File: config.mk
export PLATFORM = sky130hd
export DESIGN_NAME = ika2151_timerbank
export DESIGN_NICKNAME = d
export VERILOG_FILES = /design/src/rtl/ika2151_pkg.sv /design/src/rtl/ika2151_timerbank_ch.sv /design/src/rtl/ika2151_timerbank.sv
export SDC_FILE = /design/constraint.sdc
export NUM_CORES = 1
export LEC_CHECK = 0
export ABC_AREA = 1
export CAP_MARGIN = 0
export CORE_MARGIN = 8
export CORE_UTILIZATION = 40
export CTS_CLUSTER_SIZE = 25
export DETAILED_ROUTE_END_ITERATION = 16
export DONT_BUFFER_PORTS = 1
export SLEW_MARGIN = 10
export SYNTH_ARGS = -nofsm -noshare
export SYNTH_HDL_FRONTEND = slang
export SYNTH_HIERARCHICAL = 1
export SYNTH_SLANG_ARGS = --single-unit
File: constraint.sdc
create_clock -name i_EMUCLK -period 4.49 [get_ports i_EMUCLK]
set_input_delay 0.898 -clock i_EMUCLK [delete_from_list [all_inputs] [get_ports i_EMUCLK]]
set_output_delay 0.898 -clock i_EMUCLK [all_outputs]
set_load 0.01 [all_outputs]
File: src/rtl/ika2151_pkg.sv
// Shared definitions for the IKA2151 timer bank: parameter defaults,
// per-channel FSM state encoding and TEST register bit positions.
package ika2151_pkg;

    localparam int NUM_TIMERS_DEF   = 2;
    localparam int CNT_WIDTH_DEF    = 10;
    localparam int PRESCALE_DIV_DEF = 16;

    // TEST register bit that turns every phi1 step into a sample tick
    localparam int TEST_TICK_BIT = 2;

    typedef enum logic {
        ST_IDLE  = 1'b0,
        ST_COUNT = 1'b1
    } tmr_state_t;

endpackage

File: src/rtl/ika2151_timerbank_ch.sv
// One timer channel: run-edge start, optional slow prescaler, up-counter
// with reload on overflow, one-step overflow pulse and sticky status flag.
module ika2151_timerbank_ch
    import ika2151_pkg::*;
#(
    parameter int CNT_WIDTH    = CNT_WIDTH_DEF,
    parameter int PRESCALE_DIV = PRESCALE_DIV_DEF
) (
    input  logic                 clk,
    input  logic                 rst_n,
    input  logic                 step,
    input  logic                 sample_tick,
    input  logic [CNT_WIDTH-1:0] load,
    input  logic                 run,
    input  logic                 oneshot,
    input  logic                 prescale_sel,
    input  logic                 irq_en,
    input  logic                 frst,
    output logic [CNT_WIDTH-1:0] cnt,
    output logic                 ovfl,
    output logic                 flag
);

    localparam int PSC_W = $clog2(PRESCALE_DIV);

    tmr_state_t           state_r;
    tmr_state_t           state_next_s;
    logic [CNT_WIDTH-1:0] cnt_r;
    logic [CNT_WIDTH-1:0] cnt_next_s;
    logic [PSC_W-1:0]     psc_r;
    logic [PSC_W-1:0]     psc_next_s;
    logic                 run_prev_r;
    logic                 ovfl_r;
    logic                 flag_r;
    logic                 flag_next_s;
    logic                 run_rise_s;
    logic                 ch_tick_s;
    logic                 overflow_s;

    assign run_rise_s = run & ~run_prev_r;
    // slow channels only advance when the prescaler is about to wrap
    assign ch_tick_s  = sample_tick & (~prescale_sel | (&psc_r));
    // a falling RUN wins over a coincident tick, so no overflow then
    assign overflow_s = (state_r == ST_COUNT) & run & ch_tick_s & (&cnt_r);

    // State and datapath registers; only phi1 steps advance them
    always_ff @(posedge clk) begin
        if (!rst_n) begin
            state_r    <= ST_IDLE;
            cnt_r      <= {CNT_WIDTH{1'b0}};
            psc_r      <= {PSC_W{1'b0}};
            run_prev_r <= 1'b0;
            ovfl_r     <= 1'b0;
            flag_r     <= 1'b0;
        end else if (step) begin
            state_r    <= state_next_s;
            cnt_r      <= cnt_next_s;
            psc_r      <= psc_next_s;
            run_prev_r <= run;
            ovfl_r     <= overflow_s;
            flag_r     <= flag_next_s;
        end else begin
            state_r    <= state_r;
            cnt_r      <= cnt_r;
            psc_r      <= psc_r;
            run_prev_r <= run_prev_r;
            ovfl_r     <= ovfl_r;
            flag_r     <= flag_r;
        end
    end

    // Next-state: start on RUN rising edge, stop on RUN low or one-shot overflow
    always_comb begin
        state_next_s = state_r;
        case (state_r)
            ST_IDLE: begin
                if (run_rise_s) state_next_s = ST_COUNT;
                else            state_next_s = ST_IDLE;
            end
            ST_COUNT: begin
                if (!run)                      state_next_s = ST_IDLE;
                else if (overflow_s && oneshot) state_next_s = ST_IDLE;
                else                           state_next_s = ST_COUNT;
            end
            default: state_next_s = ST_IDLE;
        endcase
    end

    // Datapath next values: load on start, count/reload while counting, flag update
    always_comb begin
        cnt_next_s = cnt_r;
        psc_next_s = psc_r;
        case (state_r)
            ST_IDLE: begin
                if (run_rise_s) begin
                    cnt_next_s = load;
                    psc_next_s = {PSC_W{1'b0}};
                end else begin
                    cnt_next_s = cnt_r;
                    psc_next_s = psc_r;
                end
            end
            ST_COUNT: begin
                if (run) begin
                    if (sample_tick) psc_next_s = psc_r + {{(PSC_W-1){1'b0}}, 1'b1};
                    else             psc_next_s = psc_r;
                    if (overflow_s)     cnt_next_s = load;
                    else if (ch_tick_s) cnt_next_s = cnt_r + {{(CNT_WIDTH-1){1'b0}}, 1'b1};
                    else                cnt_next_s = cnt_r;
                end else begin
                    cnt_next_s = cnt_r;
                    psc_next_s = psc_r;
                end
            end
            default: begin
                cnt_next_s = cnt_r;
                psc_next_s = psc_r;
            end
        endcase

        // setting beats a simultaneous clear so no overflow event is lost
        flag_next_s = flag_r;
        if (overflow_s && irq_en) flag_next_s = 1'b1;
        else if (frst)            flag_next_s = 1'b0;
        else                      flag_next_s = flag_r;
    end

    assign cnt  = cnt_r;
    assign ovfl = ovfl_r;
    assign flag = flag_r;

endmodule

File: src/rtl/ika2151_timerbank.sv
// IKA2151 timer bank top: derives the phi1 step and sample tick, replicates
// the timer channel and reduces the status flags into the interrupt line.
module ika2151_timerbank
    import ika2151_pkg::*;
#(
    parameter int NUM_TIMERS   = NUM_TIMERS_DEF,
    parameter int CNT_WIDTH    = CNT_WIDTH_DEF,
    parameter int PRESCALE_DIV = PRESCALE_DIV_DEF
) (
    input  logic                            i_EMUCLK,
    input  logic                            i_MRST_n,
    input  logic                            i_phi1_PCEN_n,
    input  logic                            i_phi1_NCEN_n,
    input  logic                            i_CYCLE_31,
    input  logic [7:0]                      i_TEST,
    input  logic [NUM_TIMERS*CNT_WIDTH-1:0] i_LOAD,
    input  logic [NUM_TIMERS-1:0]           i_RUN,
    input  logic [NUM_TIMERS-1:0]           i_ONESHOT,
    input  logic [NUM_TIMERS-1:0]           i_PRESCALE_SEL,
    input  logic [NUM_TIMERS-1:0]           i_IRQ_EN,
    input  logic [NUM_TIMERS-1:0]           i_FRST,
    output logic [NUM_TIMERS*CNT_WIDTH-1:0] o_CNT,
    output logic [NUM_TIMERS-1:0]           o_OVFL,
    output logic [NUM_TIMERS-1:0]           o_FLAG,
    output logic                            o_IRQ_n
);

    logic                  step_s;
    logic                  sample_tick_s;
    logic [NUM_TIMERS-1:0] flag_s;
    logic                  irq_n_r;
    logic                  unused_s;

    assign step_s        = ~i_phi1_NCEN_n;
    assign sample_tick_s = i_CYCLE_31 | i_TEST[TEST_TICK_BIT];
    // positive phase enable and remaining TEST bits have no role in this block
    assign unused_s      = ^{i_phi1_PCEN_n, i_TEST[7:3], i_TEST[1:0]};

    for (genvar k = 0; k < NUM_TIMERS; k++) begin : g_ch
        ika2151_timerbank_ch #(
            .CNT_WIDTH    (CNT_WIDTH),
            .PRESCALE_DIV (PRESCALE_DIV)
        ) u_ch (
            .clk          (i_EMUCLK),
            .rst_n        (i_MRST_n),
            .step         (step_s),
            .sample_tick  (sample_tick_s),
            .load         (i_LOAD[k*CNT_WIDTH +: CNT_WIDTH]),
            .run          (i_RUN[k]),
            .oneshot      (i_ONESHOT[k]),
            .prescale_sel (i_PRESCALE_SEL[k]),
            .irq_en       (i_IRQ_EN[k]),
            .frst         (i_FRST[k]),
            .cnt          (o_CNT[k*CNT_WIDTH +: CNT_WIDTH]),
            .ovfl         (o_OVFL[k]),
            .flag         (flag_s[k])
        );
    end

    // Interrupt line: registered NOR of all flags, one phi1 step behind them
    always_ff @(posedge i_EMUCLK) begin
        if (!i_MRST_n)   irq_n_r <= 1'b1;
        else if (step_s) irq_n_r <= ~(|flag_s);
        else             irq_n_r <= irq_n_r;
    end

    assign o_FLAG  = flag_s;
    assign o_IRQ_n = irq_n_r;

endmodule
==> impl_metrics.toml <==
[power]
power_leakage_uw = 0.00101
powerDensity_nw_per_um2 = 317
peakVddDrop_mv = 0.193

[setup_path]
crit_slowest_cell = "inv_1"
arrival_ns = 2.39
worstPathRequired_ns = 4.72
end_kind = "flip-flop"
r2r_cells = 9
crit_fanout = 19
rr_startpoint = "g_ch[0].u_ch/cnt[0]"
start_kind = "primary input"
rr_endpoint = "g_ch[0].u_ch/cnt[6]"
crit_start = "i_phi1_NCEN_n"
rrSetupSlack_ns = 2.60
endpoint = "g_ch[0].u_ch/cnt[0]"
cp_cell_sequence = "inv_1, o21ai_1, a21oi_4, inv_2, nor2_8, inv_1, a21oi_1, nand2_1, inv_1"
slowest_delay_ns = 0.36
worstSetupPathType = "in2reg"
path_common_cell = "inv_1"

[floorplanning]
dieArea_sq_um = 8360
start_util = 0.414
die_x_um = 91.5
fp-row-count = 27
core_area_sq_um = 5510
ios = 68
die_h_um = 91.5

[logic_synthesis]
synth_area_sq_um = 2280
synth_cells = 350
netlist-cell-type-count = 28
ys_ff_latch = 37
yosysSeqAreaShare = 0.325
avgSynthCellArea_sq_um = 6.51
synth.net_count = 397
yosysWarningCount = 6

[place]
io_buffers = 0
dp_hpwl_mm = 4.38
dpl_worst_slack_ns = 2.01
routabilityCongestion = 0.837

[run]
drv_cap = 0

[clock_network]
numCtsBuffers = 5
clock_path_buffers = 2
cts_sinks = 37
clk_latency_ns = 0.29
cts.repair.resized = 0
cts_htree_levels = 2
clk_pin_slew_worst_paths_ns = 0.09
cts_hold_buf = 0
post_cts_buffers = 0
root_buffer = "clkbuf_8"
tritoncts = "built"

[sta]
finalCritPeriodShare = 0.481
slew_violations = 0
finalCriticalPeriod_ns = 2.16
setup_slack_ns = 2.33
hold_viol_final = 0
slew_headroom = 0.591
setup_viol = 0
rsz0062_at_grt = "false"
tightest_slew_ns = 0.612
skew_ns = 0.0117
max_freq_mhz = 463
whs_ns = 0.492
tns_ns = 0

[route]
ant_nets = 0
drt-total-wl_mm = 5.84
drc = 0
num_vias = 2180
avgViaCountPerCell = 5.17
drt-wirelength-per-cell_um = 13.8
first_pass_iters = 4
drtIter0Drc = 81

[run_status]
status = "finished, final reports clean"

[final_layout]
antenna_cells_inserted = 0
nets = 396
synthToLayoutAreaGrowth_pct = 6.92
drive_gt1_frac = 0.0857
fillCellCount = 592

[hold_path]
hp-start = "g_ch[1].u_ch/psc_r[1]"
hp-class = "reg2reg"

[global_route]
track_usage = 0.143
antenna_found_initial = 0
overflow = 0
grt_pass1_wl_mm = 10.1
grt_pass1_vias = 2175
grt_max_degree = 20
==> report_power, final <==
group	internal, uW	switching (uW)	total, uW	leakage, uW
sequential	345	30.6	375	0.000302
clock	166	130	296	0.0000543
combinational	38.5	62.5	101	0.000658
total	550	223	772	0.00101
==> Yosys cell counts <==
| library cell | count | area share |
|---|---|---|
| or2_2 | 4 | 0.011 |
| clkinv_1 | 2 | 0.0033 |
| dfxtp_1 | 37 | 0.33 |
| inv_1 | 36 | 0.059 |
| nand2_1 | 100 | 0.16 |
| nand4_1 | 6 | 0.016 |
| a21oi_1 | 27 | 0.059 |
| nand3b_2 | 2 | 0.0099 |
| nor3_1 | 2 | 0.0044 |
| buf_2 | 2 | 0.0044 |
| a21oi_4 | 2 | 0.014 |
| buf_6 | 2 | 0.0099 |
| xor2_1 | 6 | 0.023 |
| nor2_2 | 4 | 0.011 |
| o21ai_0 | 12 | 0.026 |
| nand3_1 | 46 | 0.10 |
| o21bai_4 | 2 | 0.016 |
| xnor2_1 | 2 | 0.0077 |
| clkbuf_1 | 4 | 0.0066 |
| inv_2 | 4 | 0.0066 |
| or2_1 | 1 | 0.0027 |
| and3_1 | 2 | 0.0055 |
| ha_1 | 4 | 0.022 |
| a31oi_1 | 2 | 0.0055 |
| o21ai_1 | 4 | 0.0088 |
| nor2_1 | 31 | 0.051 |
| nor2_8 | 2 | 0.018 |
| nand2_2 | 2 | 0.0055 |
==> cell usage in the layout (no fill, tap or decap) <==
| master | synthesis | layout |
|---|---|---|
| a21oi_1 | 27 | 27 |
| a21oi_4 | 2 | 2 |
| a31oi_1 | 2 | 2 |
| and3_1 | 2 | 2 |
| bufinv_16 | 0 | 1 |
| clkbuf_8 | 0 | 5 |
| clkinv_1 | 2 | 2 |
| clkinv_4 | 0 | 1 |
| clkinvlp_4 | 0 | 1 |
| dfxtp_1 | 37 | 37 |
| ha_1 | 4 | 4 |
| inv_1 | 36 | 36 |
| inv_2 | 4 | 4 |
| nand2_1 | 100 | 100 |
| nand2_2 | 2 | 2 |
| nand3_1 | 46 | 46 |
| nand3b_2 | 2 | 2 |
| nand4_1 | 6 | 6 |
| nor2_1 | 31 | 31 |
| nor2_2 | 4 | 4 |
| nor2_8 | 2 | 2 |
| nor3_1 | 2 | 2 |
| o21ai_0 | 12 | 12 |
| o21ai_1 | 4 | 4 |
| o21bai_4 | 2 | 2 |
| or2_1 | 1 | 1 |
| or2_2 | 4 | 4 |
| xnor2_1 | 2 | 2 |
| xor2_1 | 6 | 6 |
==> how the worst min path moves through the flow <==
| stage | end | slack [ns] | cells after the start |
|---|---|---|---|
| floorplan | g_ch[0].u_ch/psc_r[1] | 0.46 | 2 |
| global placement | g_ch[0].u_ch/psc_r[1] | 0.47 | 2 |
| detailed placement | g_ch[1].u_ch/psc_r[1] | 0.48 | 2 |
| CTS | g_ch[1].u_ch/psc_r[1] | 0.49 | 2 |
| global route | g_ch[1].u_ch/psc_r[1] | 0.52 | 2 |
| finish | g_ch[1].u_ch/psc_r[1] | 0.49 | 2 |
==> layout make-up <==
cell class	count	area [sq um]	area share
multi-input combinational	263	1330	0.547
sequential	37	741	0.304
inverter	42	158	0.0647
tap	72	90.1	0.0370
clock buffer	5	68.8	0.0283
clock inverter	3	46.3	0.0190
==> logic make-up (layout without fill, tap and decap cells) <==
group | after synthesis | count (layout) | synth area share
xor+xnor | 8 | 8 | 0.0308
flops | 37 | 37 | 0.325
simple gates | 202 | 202 | 0.401
compound gates | 49 | 49 | 0.131
fa+ha+maj | 4 | 4 | 0.0220
buf+inv | 50 | 50 | 0.0901
==> state kept, by name, summed over array words and instances, names as in the netlist <==
register / flops
g_ch.u_ch/ovfl: 2
g_ch.u_ch/cnt: 20
g_ch.u_ch/state_r: 2
g_ch.u_ch/psc_r: 8
g_ch.u_ch/run_prev_r: 2
g_ch.u_ch/flag: 2
o_IRQ_n: 1
==> worst max-delay path, delay by kind of cell <==
kind | cells | cell delay [ns]
and+or+nand+nor | 2 | 0.30
buffers and inverters | 4 | 0.65
AOI/OAI and AO/OA | 3 | 0.54
==> layer usage <==
layer / GRT usage / vias to the layer above / routed length [um]
met5: 0 / - / 0
met4: 0.0355 / 0 / 41
met3: 0.0560 / 4 / 456
met2: 0.252 / 44 / 2870
met1: 0.157 / 1007 / 2470
li1: - / 1125 / -
==> through the flow <==
stage | utilization | cell area (sq um) | cells | total power [uW]
6_report | 0.442 | 2430 | 422 | 772
3_3_place_gp | 0.421 | 2320 | 414 | 483
5_1_grt | 0.442 | 2430 | 422 | 823
3_5_place_dp | 0.421 | 2320 | 414 | 485
4_1_cts | 0.442 | 2430 | 422 | 783
2_1_floorplan | - | 2280 | 350 | 465
Power figures use the tool's default switching activity.
